## config.mk

```make
export PLATFORM = sky130hd
export DESIGN_NAME = regmap_ctrl_flat
export DESIGN_NICKNAME = d
export VERILOG_FILES = /design/src/rtl/regmap_if.sv /design/src/rtl/regmap_ctrl.sv /design/src/flat_wrapper.sv
export SDC_FILE = /design/constraint.sdc
export NUM_CORES = 1
export LEC_CHECK = 0
export BUFFER_PORTS_ARGS = -buffer_cell sky130_fd_sc_hd__buf_2
export CORE_UTILIZATION = 41
export CTS_CLUSTER_DIAMETER = 100
export DETAILED_ROUTE_END_ITERATION = 6
export GPL_TIMING_DRIVEN = 0
export HOLD_SLACK_MARGIN = 0.1
export PLACE_DENSITY = 0.73
export SETUP_SLACK_MARGIN = 0.5
export SLEW_MARGIN = 20
export SYNTH_ARGS = -nofsm -noshare
export SYNTH_HDL_FRONTEND = slang
export SYNTH_SLANG_ARGS = --single-unit
```

## constraint.sdc

```tcl
create_clock -name clk -period 1.69 [get_ports clk]
set_input_delay 0.338 -clock clk [delete_from_list [all_inputs] [get_ports clk]]
set_output_delay 0.338 -clock clk [all_outputs]
set_load 0.02 [all_outputs]
```

## src/rtl/regmap_if.sv

```systemverilog
// Host register-access bus between the host bus adapter and regmap_ctrl.
//   master : drives write/read requests, receives wr_err and read response
//   slave  : receives requests, drives wr_err, rd_data, rd_valid, rd_err
// Write channel : wr_en, wr_addr, wr_data, wr_strb -> wr_err (1-cycle pulse)
// Read channel  : rd_en, rd_addr -> rd_data, rd_valid, rd_err (1 cycle later)
interface regmap_if #(
    parameter int ADDR_WIDTH = 8,
    parameter int DATA_WIDTH = 32
);
    logic                      wr_en;
    logic [ADDR_WIDTH-1:0]     wr_addr;
    logic [DATA_WIDTH-1:0]     wr_data;
    logic [DATA_WIDTH/8-1:0]   wr_strb;
    logic                      wr_err;
    logic                      rd_en;
    logic [ADDR_WIDTH-1:0]     rd_addr;
    logic [DATA_WIDTH-1:0]     rd_data;
    logic                      rd_valid;
    logic                      rd_err;

    modport master (
        output wr_en, wr_addr, wr_data, wr_strb, rd_en, rd_addr,
        input  wr_err, rd_data, rd_valid, rd_err
    );

    modport slave (
        input  wr_en, wr_addr, wr_data, wr_strb, rd_en, rd_addr,
        output wr_err, rd_data, rd_valid, rd_err
    );
endinterface

```

## src/rtl/regmap_ctrl.sv

```systemverilog
// Control/status register file for the accelerator host interface.
// Map: 0 CTRL (bit0 START pulse, bit1 IRQ_EN, rest scratch), 1..NUM_CFG CFG (RW),
//      NUM_CFG+1 IRQ_STAT (W1C), NUM_CFG+2.. STAT (RO, live), everything else unmapped.
// Ports:
//   clk, rst_n     : clock, asynchronous active-low reset
//   bus            : regmap_if slave (byte-strobed writes, 1-cycle registered reads)
//   cfg_o          : flat config registers, reg k at [k*DATA_WIDTH +: DATA_WIDTH]
//   start_pulse_o  : one-cycle pulse from CTRL.START
//   status_i       : hardware status words read through STAT
//   hw_event_i     : per-bit event pulses that set IRQ_STAT bits
//   irq_o          : registered level interrupt, IRQ_EN & |IRQ_STAT
module regmap_ctrl #(
    parameter int              ADDR_WIDTH = 8,
    parameter int              DATA_WIDTH = 32,
    parameter int              NUM_CFG    = 8,
    parameter int              NUM_STAT   = 4,
    parameter logic [31:0]     ERR_DATA   = 32'hDEADDEAD
) (
    input  logic                           clk,
    input  logic                           rst_n,
    regmap_if.slave                        bus,
    output logic [NUM_CFG*DATA_WIDTH-1:0]  cfg_o,
    output logic                           start_pulse_o,
    input  logic [NUM_STAT*DATA_WIDTH-1:0] status_i,
    input  logic [DATA_WIDTH-1:0]          hw_event_i,
    output logic                           irq_o
);
    localparam int IRQ_IDX   = NUM_CFG + 1;
    localparam int STAT_BASE = NUM_CFG + 2;
    localparam logic [DATA_WIDTH-1:0] ERR_WORD = DATA_WIDTH'(ERR_DATA);

    logic [DATA_WIDTH-1:0] ctrl_q, ctrl_d;
    logic [DATA_WIDTH-1:0] cfg_q [NUM_CFG];
    logic [DATA_WIDTH-1:0] cfg_d [NUM_CFG];
    logic [DATA_WIDTH-1:0] irq_stat_q, irq_stat_d;
    logic [DATA_WIDTH-1:0] rd_data_q, rd_data_d;
    logic                  rd_valid_q, rd_err_q, rd_err_d;
    logic                  wr_err_q, wr_err_d;
    logic                  start_q, start_d;
    logic                  irq_q, irq_d;

    logic [DATA_WIDTH-1:0] wr_mask;
    logic [DATA_WIDTH-1:0] rd_word;
    logic                  rd_hit, wr_hit, wr_ctrl, wr_irq;

    always_comb begin
        wr_mask = '0;
        for (int b = 0; b < DATA_WIDTH/8; b++)
            wr_mask[8*b +: 8] = {8{bus.wr_strb[b]}};

        wr_ctrl = bus.wr_en && (bus.wr_addr == '0);
        wr_irq  = bus.wr_en && (bus.wr_addr == ADDR_WIDTH'(IRQ_IDX));
        wr_hit  = wr_ctrl || wr_irq;

        ctrl_d = ctrl_q;
        if (wr_ctrl)
            ctrl_d = (ctrl_q & ~wr_mask) | (bus.wr_data & wr_mask);
        // START is never stored so it always reads back as 0
        ctrl_d[0] = 1'b0;
        start_d   = wr_ctrl && bus.wr_strb[0] && bus.wr_data[0];

        cfg_d = cfg_q;
        for (int k = 0; k < NUM_CFG; k++) begin
            if (bus.wr_en && (bus.wr_addr == ADDR_WIDTH'(k + 1))) begin
                cfg_d[k] = (cfg_q[k] & ~wr_mask) | (bus.wr_data & wr_mask);
                wr_hit   = 1'b1;
            end
        end

        // Event OR-ed in after the clear so a same-cycle set wins
        irq_stat_d = (irq_stat_q & ~(wr_irq ? (bus.wr_data & wr_mask) : '0)) | hw_event_i;
        wr_err_d   = bus.wr_en && !wr_hit;
        irq_d      = ctrl_q[1] && (|irq_stat_q);

        // Read mux sees only current register values: read-before-write on collision
        rd_word = ERR_WORD;
        rd_hit  = 1'b0;
        if (bus.rd_addr == '0) begin
            rd_word = ctrl_q;
            rd_hit  = 1'b1;
        end
        if (bus.rd_addr == ADDR_WIDTH'(IRQ_IDX)) begin
            rd_word = irq_stat_q;
            rd_hit  = 1'b1;
        end
        for (int k = 0; k < NUM_CFG; k++) begin
            if (bus.rd_addr == ADDR_WIDTH'(k + 1)) begin
                rd_word = cfg_q[k];
                rd_hit  = 1'b1;
            end
        end
        for (int s = 0; s < NUM_STAT; s++) begin
            if (bus.rd_addr == ADDR_WIDTH'(STAT_BASE + s)) begin
                rd_word = status_i[s*DATA_WIDTH +: DATA_WIDTH];
                rd_hit  = 1'b1;
            end
        end

        rd_data_d = bus.rd_en ? rd_word : rd_data_q;
        rd_err_d  = bus.rd_en && !rd_hit;
    end

    always_ff @(posedge clk or negedge rst_n) begin
        if (!rst_n) begin
            ctrl_q     <= '0;
            for (int k = 0; k < NUM_CFG; k++)
                cfg_q[k] <= '0;
            irq_stat_q <= '0;
            rd_data_q  <= '0;
            rd_valid_q <= 1'b0;
            rd_err_q   <= 1'b0;
            wr_err_q   <= 1'b0;
            start_q    <= 1'b0;
            irq_q      <= 1'b0;
        end else begin
            ctrl_q     <= ctrl_d;
            cfg_q      <= cfg_d;
            irq_stat_q <= irq_stat_d;
            rd_data_q  <= rd_data_d;
            rd_valid_q <= bus.rd_en;
            rd_err_q   <= rd_err_d;
            wr_err_q   <= wr_err_d;
            start_q    <= start_d;
            irq_q      <= irq_d;
        end
    end

    always_comb begin
        cfg_o = '0;
        for (int k = 0; k < NUM_CFG; k++)
            cfg_o[k*DATA_WIDTH +: DATA_WIDTH] = cfg_q[k];
    end

    assign bus.rd_data    = rd_data_q;
    assign bus.rd_valid   = rd_valid_q;
    assign bus.rd_err     = rd_err_q;
    assign bus.wr_err     = wr_err_q;
    assign start_pulse_o  = start_q;
    assign irq_o          = irq_q;
endmodule

```

## src/flat_wrapper.sv

```systemverilog
// flat-port wrapper written by rule: the top's interface ports become plain ports
module regmap_ctrl_flat 
#(
    parameter int              ADDR_WIDTH = 8,
    parameter int              DATA_WIDTH = 32,
    parameter int              NUM_CFG    = 8,
    parameter int              NUM_STAT   = 4,
    parameter logic [31:0]     ERR_DATA   = 32'hDEADDEAD
)
  (clk, rst_n, cfg_o, start_pulse_o, status_i, hw_event_i, irq_o, bus_wr_en, bus_wr_addr, bus_wr_data, bus_wr_strb, bus_rd_en, bus_rd_addr, bus_wr_err, bus_rd_data, bus_rd_valid, bus_rd_err);
  regmap_if #(.ADDR_WIDTH(ADDR_WIDTH), .DATA_WIDTH(DATA_WIDTH)) bus_i ();
  input  logic clk;
  input  logic rst_n;
  output logic [NUM_CFG*DATA_WIDTH-1:0] cfg_o;
  output logic start_pulse_o;
  input  logic [NUM_STAT*DATA_WIDTH-1:0] status_i;
  input  logic [DATA_WIDTH-1:0] hw_event_i;
  output logic irq_o;
  input wire logic [$bits(bus_i.wr_en)-1:0] bus_wr_en;
  input wire logic [$bits(bus_i.wr_addr)-1:0] bus_wr_addr;
  input wire logic [$bits(bus_i.wr_data)-1:0] bus_wr_data;
  input wire logic [$bits(bus_i.wr_strb)-1:0] bus_wr_strb;
  input wire logic [$bits(bus_i.rd_en)-1:0] bus_rd_en;
  input wire logic [$bits(bus_i.rd_addr)-1:0] bus_rd_addr;
  output wire logic [$bits(bus_i.wr_err)-1:0] bus_wr_err;
  output wire logic [$bits(bus_i.rd_data)-1:0] bus_rd_data;
  output wire logic [$bits(bus_i.rd_valid)-1:0] bus_rd_valid;
  output wire logic [$bits(bus_i.rd_err)-1:0] bus_rd_err;
  assign bus_i.wr_en = bus_wr_en;
  assign bus_i.wr_addr = bus_wr_addr;
  assign bus_i.wr_data = bus_wr_data;
  assign bus_i.wr_strb = bus_wr_strb;
  assign bus_i.rd_en = bus_rd_en;
  assign bus_i.rd_addr = bus_rd_addr;
  assign bus_wr_err = bus_i.wr_err;
  assign bus_rd_data = bus_i.rd_data;
  assign bus_rd_valid = bus_i.rd_valid;
  assign bus_rd_err = bus_i.rd_err;
  regmap_ctrl #(.ADDR_WIDTH(ADDR_WIDTH), .DATA_WIDTH(DATA_WIDTH), .NUM_CFG(NUM_CFG), .NUM_STAT(NUM_STAT), .ERR_DATA(ERR_DATA)) u_core (.clk(clk), .rst_n(rst_n), .bus(bus_i), .cfg_o(cfg_o), .start_pulse_o(start_pulse_o), .status_i(status_i), .hw_event_i(hw_event_i), .irq_o(irq_o));
endmodule
```

==> results by group <==
Outcome
  • Outcome: finished, violations left
  • Failing checks: hold timing, setup timing

STA
  • Final period utilization: 1.17
  • Post-route setup slack: -0.282 ns
  • RSZ-0062 raised after global routing: true
  • Post-route minimum period: a little under 2 ns
  • Clk_skew: about 0.024 ns
  • Rel. slew slack: 0.282
  • Fmax: about 500 MHz
  • Max-slew violation count: 0
  • Setup violations, final: 32
  • Worst-Margin Slew: 1.08 ns
  • Hold WS: -0.240 ns
  • Hold Vio Cnt, Final: 86

Drt
  • DR iter-0 viols: roughly 2500
  • Vias per cell: around 6.4
  • Final ANT Viol Nets: 0
  • DRC Markers: 0
  • First-pass iteration count of the detailed router: 6
  • Mean routed wirelength per cell: between 30 and 40 µm
  • Total Wirelength: 103 mm
  • Vias: 19200

Power
  • Switching Fraction: 0.282
  • PwrDens: between 700 and 800 nW/µm²
  • Sequential group share of total power: 0.411
  • Switching pwr: about 6200 µW
  • Max VDD drop: between 0.6 and 0.7 mV
  • Combinational power share: 0.156
  • LEAKAGE: between 0.01 and 0.015 µW
  • Internal power: roughly 16000 µW
  • Clock power frac: 0.433

Synth
  • Post-synth EDFFs: 0
  • Synth Instances: ~1600
  • Synth unique cells: 67
  • Seq/Total Area, Yosys: 0.496
  • YS warnings: 0
  • Cell area after synthesis: approximately 18000 µm²
  • #FFs+latches synth: 356
  • Ys flop type: dfrtp_1
  • Async SR Flop Fraction: 1.00
  • Syn nets: 1850
  • Syn_area_per_cell: 11.0 µm²

Die
  • Height of the chip: approximately 210 µm
  • FP Rows: 76
  • Die Wd: 211 µm
  • Die Footprint: 44600 µm²
  • Area of the core: between 40000 and 50000 µm²
  • # IOs: 509
  • Starting Density: 0.416

Layout
  • Non-filler instance count after layout: ~3000
  • Nets: 2619
  • Design Area, Final: 29000 µm²
  • Synthesis-to-layout area growth: 61.5%
  • Filler Cell Count: 3231
  • Multi-input logic area: ~11000 µm²
  • Util after Layout: 0.672
  • Reg area: about 9000 µm²
  • Layout cells sized above 1: 0.594

Critical path
  • Critical Path End Type: register
  • Data arrival time of the critical path: between 2 and 2.5 ns
  • CP Cell Sequence: buf_6 > or4_4 > buf_16 > buf_4 > or3_4 > clkbuf_16 > o22a_1 > a41o_1
  • Worst setup path class: input pin to register
  • Max stage delay on crit path: around 0.64 ns
  • Critical Path End: u_core.bus.rd_data[19]
  • Crit-path max FO: 6
  • Slowest CP cell: or4_4
  • R2R setup slack: -0.07 ns
  • R2R cell count: 5
  • R2r endpoint: u_core.bus.rd_data[29]
  • CP required: roughly 2.2 ns
  • Critical path launch point type: input pin
  • CP startpoint: bus_rd_addr[6]

GRT
  • Largest net degree at the start of global routing: 99
  • First-pass GRT wire length: approximately 140 mm
  • Global Route Usage Sum: 0.443
  • Initial antenna violation count: 7
  • Final global-route overflow total: 0
  • Number of global-route vias before repair: between 15000 and 20000

CTS
  • Worst-path clk slew: 0.06 ns
  • Num CTS Buffers: between 40 and 50
  • CTS Sinks: approximately 360
  • CTS H-tree lvls: 2
  • Root buffer cell: clkbuf_16
  • CTS tree: yes
  • Worst-Skew Late Latency: roughly 0.6 ns
  • Max Buffers Root-to-Sink: 3

Worst hold path
  • HP Class: input pin to asynchronous set/reset pin

Placement
  • Placed Area: ~22000 µm²
  • RePlAce Congestion: between 0.9 and 1
  • DP Worst Slack: -1.93 ns
  • HPWL after DPL: ~71 mm
  • I/O Buffers: ~470
  • Placed Cells incl. Taps: approximately 2700

Run
  • Max-Cap Viols: 0
## worst min-delay path by stage
stage / cells after the start / to / from / slack [ns]
after floorplan: 0 / asynchronous set/reset pin / rst_n / 0.04
after detailed placement: 1 / asynchronous set/reset pin / rst_n / 0.40
after global placement: 1 / register / register / 0.47
after CTS: 1 / asynchronous set/reset pin / rst_n / -0.19
after global routing: 1 / asynchronous set/reset pin / rst_n / -0.18
final: 1 / asynchronous set/reset pin / rst_n / -0.24
## power groups by stage
stage	clock, µW	sequential, µW	combinational, µW
6_report	9480	9020	3420
3_3_place_gp	0	9140	2510
4_1_cts	9440	9000	3000
2_1_floorplan	0	9340	951
5_1_grt	9820	9020	3510
3_5_place_dp	0	9150	2560
## layout by cell type, fill, tap and decap left out, types with 31 or more instances in the layout
master | Yosys | layout
a21o_1 | 46 | 46
a21oi_1 | 112 | 87
buf_2 | 18 | 329
buf_4 | 0 | 150
buf_6 | 1 | 190
clkbuf_16 | 0 | 54
clkbuf_2 | 32 | 47
dfrtp_1 | 356 | 322
dfrtp_2 | 0 | 34
dlygate4sd3_1 | 0 | 56
mux2_2 | 295 | 185
mux2_4 | 0 | 116
mux2i_1 | 55 | 51
nand2_1 | 107 | 31
nand2_2 | 0 | 36
nand2_8 | 0 | 39
nor2_1 | 120 | 104
o21ai_0 | 90 | 59
## kinds of logic after synthesis
logic type | synth area share
simple gates | 0.0887
flops | 0.496
buf+inv | 0.0317
compound gates | 0.163
mux | 0.221
## worst max-delay path, delay by kind of cell
family | cells | cell delay (ns)
and+or+nand+nor | 2 | 1.05
AOI/OAI and AO/OA | 2 | 0.39
buffers and inverters | 4 | 0.64
## through the flow
| stage | hold WS (ns) | total power (µW) | TNS, ns |
|---|---|---|---|
| after floorplan | 0.0424 | 10300 | -63.57 |
| after global placement | 0.470 | 11700 | -2631.45 |
| after detailed placement | 0.403 | 11700 | -284.80 |
| after CTS | -0.194 | 21400 | -2.70 |
| after global routing | -0.176 | 22400 | -6.30 |
| final | -0.240 | 21900 | -6.02 |
## metal layers
metal / share of wire / vias up / track usage / routed length, µm
li1: - / 7607 / - / -
met1: 0.36 / 9612 / 0.534 / 36800
met2: 0.45 / 1596 / 0.676 / 45700
met3: 0.12 / 428 / 0.142 / 12600
met4: 0.073 / 4 / 0.297 / 7480
met5: 0.00021 / - / 0 / 22
## synth_stat cells (all sizes together) (12+ instances only)
cell type / count / share of area
nand3: 14 / 0.0039
a31oi: 14 / 0.0049
a21oi: 112 / 0.031
clkbuf: 96 / 0.022
o2bb2ai: 18 / 0.0088
a21o: 46 / 0.019
nor3: 31 / 0.011
nor2b: 19 / 0.0066
mux2i: 55 / 0.031
nor4: 12 / 0.0049
o22ai: 35 / 0.012
a221oi: 24 / 0.012
mux2: 301 / 0.19
nor2: 122 / 0.026
buf: 32 / 0.0084
o21ai: 92 / 0.026
dfrtp: 356 / 0.50
a22oi: 18 / 0.0075
a2bb2oi: 13 / 0.0063
nand2: 107 / 0.022
## final cells by class
cell class / count / share of cell area
Antenna cell: 4 / 0.000345
Buffer: 128 / 0.0394
Clock buffer: 63 / 0.0438
Clock inverter: 12 / 0.00513
Inverter: 5 / 0.000733
Multi-Input combinational cell: 1146 / 0.377
Sequential cell: 356 / 0.309
Tap cell: 585 / 0.0252
Timing Repair Buffer: 725 / 0.200
## timing repair
item,4_1_cts,5_1_grt
resized for setup,564,400
endpoints found under the setup margin,647,725
pin swaps,93,55
gates cloned,8,0
buffers inserted,74,114
hold endpoints to repair,137,87
hold buffers,55,1
No activity file was read; power rests on OpenSTA's default activity.
